[src/rtl/vector_shift_left_byte.sv]
// Per-lane logical left shift of vra bytes by the low 3 bits of the matching vrb byte.
// Single register stage: one result per accepted operation, exactly one cycle later.
module vector_shift_left_byte #(
    parameter int LANES = 4
) (
    input  logic               clk,
    input  logic               rst_n,
    input  logic               in_valid,
    input  logic [8*LANES-1:0] vra,
    input  logic [8*LANES-1:0] vrb,
    output logic               out_valid,
    output logic [8*LANES-1:0] vrt
);

    logic [8*LANES-1:0] res_next;
    logic [8*LANES-1:0] vrt_reg;
    logic               out_valid_reg;

    // Lanes are fully independent; vrb bits [7:3] never reach the shifter,
    // so an amount of 8 wraps to 0.
    generate
        for (genvar gi = 0; gi < LANES; gi++) begin : g_lane
            logic [2:0] sh;
            logic [7:0] src;

            assign sh  = vrb[8*gi +: 3];
            assign src = vra[8*gi +: 8];
            assign res_next[8*gi +: 8] = src << sh;
        end
    endgenerate

    // vrt keeps its last result when idle; out_valid is a one-cycle strobe.
    always_ff @(posedge clk or negedge rst_n) begin
        if (!rst_n) begin
            vrt_reg       <= '0;
            out_valid_reg <= 1'b0;
        end else begin
            out_valid_reg <= in_valid;
            if (in_valid) begin
                vrt_reg <= res_next;
            end
        end
    end

    assign vrt       = vrt_reg;
    assign out_valid = out_valid_reg;

endmodule

[config.mk]
export PLATFORM = sky130hd
export DESIGN_NAME = vector_shift_left_byte
export DESIGN_NICKNAME = d
export VERILOG_FILES = /design/src/rtl/vector_shift_left_byte.sv
export SDC_FILE = /design/constraint.sdc
export NUM_CORES = 1
export LEC_CHECK = 0
export ABC_AREA = 1
export CAP_MARGIN = 20
export CORE_ASPECT_RATIO = 0.9
export CORE_MARGIN = 5
export CORE_UTILIZATION = 30
export CTS_CLUSTER_DIAMETER = 100
export CTS_CLUSTER_SIZE = 10
export DETAILED_ROUTE_END_ITERATION = 10
export PLACE_DENSITY_LB_ADDON = 0.2
export SLEW_MARGIN = 20
export SYNTH_ARGS = -nofsm -noshare
export SYNTH_HDL_FRONTEND = slang
export SYNTH_SLANG_ARGS = --single-unit
[constraint.sdc]
create_clock -name clk -period 0.85 [get_ports clk]
set_input_delay 0.1275 -clock clk [delete_from_list [all_inputs] [get_ports clk]]
set_output_delay 0.1275 -clock clk [all_outputs]
set_load 0.02 [all_outputs]
==> results of run 1 <==
## logic make-up (layout without fill, tap and decap cells)
family          after synthesis  after routing
buf+inv                      22            148
flops                        33             33
simple gates                222            222
compound gates                8              8
## layout make-up
| cell class | count | area, um^2 | share of cell area, % |
|---|---|---|---|
| Sequential cell | 33 | 825.8 | 24.24 |
| Clock buffer | 7 | 96.34 | 2.828 |
| Multi-Input combinational cell | 230 | 1077 | 31.62 |
| Clock inverter | 1 | 5.005 | 0.1469 |
| Timing Repair Buffer | 125 | 1224 | 35.92 |
| Tap cell | 90 | 112.6 | 3.305 |
| Timing Repair inverter | 2 | 15.01 | 0.4407 |
| Inverter | 13 | 51.30 | 1.506 |
## power groups by stage
stage               combinational [mW]  clock (mW)  sequential (mW)
floorplan                        0.457           0             2.02
global placement                  1.54           0             1.84
detailed placement                1.54           0             1.83
CTS                               1.62        1.38             1.84
global route                      1.76        1.45             1.86
finish                            1.62        1.34             1.84
## worst paths after layout
check | end | slack (ns) | cells after the start
worst max-delay path | vrt[16] | -0.12 | 1
worst min-delay path | vrt[8]$_DFFE_PN0P_ | 0.16 | 2
worst max register to register | vrt[1]$_DFFE_PN0P_ | 0 | 4
worst min register to register | vrt[2]$_DFFE_PN0P_ | 0.51 | 2
max in group asynchronous | vrt[1]$_DFFE_PN0P_ | 0.45 | 2
min in group asynchronous | vrt[23]$_DFFE_PN0P_ | 0.21 | 2
## cell usage in the layout (no fill, tap or decap), drive strengths merged
cell type      instances
nand2                115
nand3                 99
buf                   79
dfrtp                 33
clkdlybuf4s50         31
inv                   13
nor2                   8
clkbuf                 7
dlygate4sd2            7
dlymetal6s2s           6
o31ai                  3
a21oi                  3
clkinvlp               2
clkdlybuf4s15          2
a22o                   1
a22oi                  1
clkinv                 1
## what timing repair did
action                     CTS  global route
gates cloned                 2             0
buffers inserted            10             4
gates resized for setup    221            20
pin swaps                   11             9
setup endpoints to repair   65            51
## per-layer routing
metal / vias to the layer above / GRT usage [%] / wire length [um]
li1: 1209 / - / -
met2: 72 / 24.16 / 2771
met5: - / 0 / 0
met4: 0 / 5.111 / 74
met3: 7 / 3.819 / 338
met1: 1088 / 20.08 / 2886
## metrics by stage
step | TNS (ns) | util (%) | setup slack (ns) | cell area, um^2 | hold WS (ns)
2_1_floorplan | 0 | - | 0.04167 | 1963 | -0.1681
3_3_place_gp | -20.40 | 48.40 | -0.4870 | 3137 | 0.4808
3_5_place_dp | -20.72 | 48.40 | -0.4900 | 3137 | 0.4675
4_1_cts | -3.608 | 51.81 | -0.1287 | 3358 | 0.2212
5_1_grt | -4.429 | 52.57 | -0.1503 | 3407 | 0.1641
6_report | -3.193 | 52.57 | -0.1176 | 3407 | 0.1573
==> flow_results.org, run 1 <==
** Clocking
- Number of clock sinks seen by CTS :: 33
- Clock latency on the worst-skew pair, taken at its later pin, is 0.28 ns.
- TritonCTS built the clock tree.
- CTS HTree Levels :: 2
- Buffers inserted to repair hold after CTS numbered 0.
- CTS Buf Count :: 5
- Buffer levels on the longest clock path :: 2
- CTS Root Cell :: sky130_fd_sc_hd__clkbuf_8
- Clock transition at the registers of the reported paths :: 0.07 ns

** Detailed routing
- Total iterations of the first detailed-routing run :: 4
- Once detail routing completed, the nets flagged for antenna violations numbered 0.
- DRC violations left :: 0
- For this block, the routed nets add up to 6070 um of wire.
- Dividing the detail-routed wire length by the instance count gives 12.12 um.
- After the first detailed-routing iteration, the DRC count stood at 89.
- Total via count after detailed routing :: 2376
- Via-to-Cell Ratio :: 4.743

** STA
- Final Slew Violations :: 0
- Measured against its own limit, the worst slew margin works out to 84.68%.
- Setup violations remaining at the end of the flow were counted as 34.
- The worst path uses 113.8% of the clock period.
- Worst Max-Slew Pin Slew :: 0.2278 ns
- Final Skew :: 0 ns
- The number of hold-slack violations in the final timing report was 0.
- Once routing completed, OpenROAD measured the worst setup slack at -0.1176 ns.
- Post-layout min period :: 0.9676 ns
- Setup repair after global routing could not meet its margin everywhere.
- Highest clock frequency the design can meet :: 1033 MHz

** Synthesis
- The most used flip-flop cell after synthesis is sky130_fd_sc_hd__dfrtp_1.
- The synthesized netlist occupies a cell area of 1963 um^2.
- For this run, the register share of the synthesized area comes to 42.07%.
- Counting flops and latches in the post-synthesis netlist gives 33.
- Synthesis produced a netlist whose cell count is 285.
- A synthesized cell averages 6.888 um^2.
- Summing the areas of all and, or, nand and nor instances in the mapped netlist gives 49.78% of the synthesized area.
- XOR/XNOR share of the synthesized area :: 0%
- Count of distinct cell types in the synthesized netlist :: 14
- Of the post-synthesis cell area, the part taken by muxes is 0%.
- Top cell type by total area after synthesis :: sky130_fd_sc_hd__dfrtp_1
- Counting flops with an async set or reset pin after synthesis yields a share of 100.0%.
- During synthesis, Yosys emitted a total of 0 warnings.
- Post-synthesis adder-cell area fraction :: 0%
- The share of synthesized area in the top cell type comes to 42.07%.
- Complex-gate fraction of the synthesized area :: 2.741%
- The most common cell in the synthesized netlist is sky130_fd_sc_hd__nand2_1.
- Synthesized net count :: 352
- After synthesis, the largest family of logic cells by area is simple AND/OR/NAND/NOR gates.
- Synth area leaders :: sky130_fd_sc_hd__dfrtp_1 (42%), sky130_fd_sc_hd__nand3_1 (25%), sky130_fd_sc_hd__nand2_1 (22%)
- In the synthesized netlist, the cells that appear most often are sky130_fd_sc_hd__nand2_1 (115), sky130_fd_sc_hd__nand3_1 (99), sky130_fd_sc_hd__dfrtp_1 (33).
- The synthesized design contains 0 enable-type register cells.

** Min path
- Tightest Hold Check Type :: primary input to flip-flop
- In this run the most critical hold path is launched from vrb[10].

** Power
- Leakage power total :: 1.772 nW
- For this design the ratio of total power to cell area is 1406 nW/um^2.
- Logic pwr share :: 33.8%
- Worst vdd ir :: 624.0 uV
- The internal portion of the total power is 3.302 mW.
- Registers are responsible for 38.3% of the overall power.
- The analysis attributes to net switching a power of 1.488 mW.
- Power Total :: 4.790 mW
- Clock Power Share :: 27.9%
- Net switching is 31.06% of the power.

** Worst setup path
- List of cells traversed by the critical path :: buf_6
- The critical path starts at vrt[16]$_DFFE_PN0P_.
- For the worst setup path, the data required time is 0.72 ns.
- Broken down by cell family, the worst path's largest delay share belongs to flip-flops.
- Worst Setup End Kind :: output port
- On the worst path, the slowest cell contributes a delay of 0.41 ns.
- Critical Path AT :: 0.84 ns
- Cell with the largest stage delay on the worst path :: sky130_fd_sc_hd__dfrtp_1
- Sort of element at the start of the critical path :: flip-flop
- By startpoint and endpoint, the worst setup path is classified as flip-flop to output port.
- Of all nets on the critical path, the largest fanout is 2.
- Number of buffers and inverters on the critical path :: 1
- Worst reg2reg path startpoint :: vrt[1]$_DFFE_PN0P_

** Layout
- Number of nets in the layout :: 477
- The count of cells in the finished layout, fillers not included, comes to 501.
- Relative to the synthesized area, the layout overhead comes to 73.55%.
- Filler instances :: 640
- Antenna cell count :: 0
- Number of flip-flops under the largest register name :: 32
- Proportion of layout cells with a drive suffix above 1 :: 28.22%

** Global routing
- The first global-routing pass estimated 9963 um of wire.
- Leftover overflow at the end of global routing :: 0
- Number of antenna violations at the first check in global routing :: 0
- The via count of the first global-routing pass is 2278.
- Largest net degree at the start of global routing :: 34
- Overall track demand over capacity in global routing :: 15.20%

** Die
- Vert. Die Dim :: 86.74 um
- For this configuration, the core starts out at a cell density of 30.29%.
- Die Outline Area :: 8264 um^2
- Core region area :: 6481 um^2
- Pin placement for this block handled 100 I/O pins.
- The die is 95.27 um wide.
- Rows :: 28

** Placement
- Including well taps, the total number of placed cells is 487.
- Final weighted congestion in routability-driven placement :: 0.8685
- Once detailed placement completed, the half-perimeter wirelength came to 4561 um.
- Quantity of I/O buffers inserted on ports :: 79

** Outcome
- Violated checks :: setup timing
- The run finished, with violations left.

** Job
- The tool flagged a number of max-cap violations equal to 0.
Power figures use the tool's default switching activity.
==> run 2: changes to the inputs <==
GPL_ROUTABILITY_DRIVEN = 0   (was default)
SLEW_MARGIN = default   (was 20)
==> results of run 2 <==
Same layout as run 1: the final DEF is identical, and so are final timing and power.
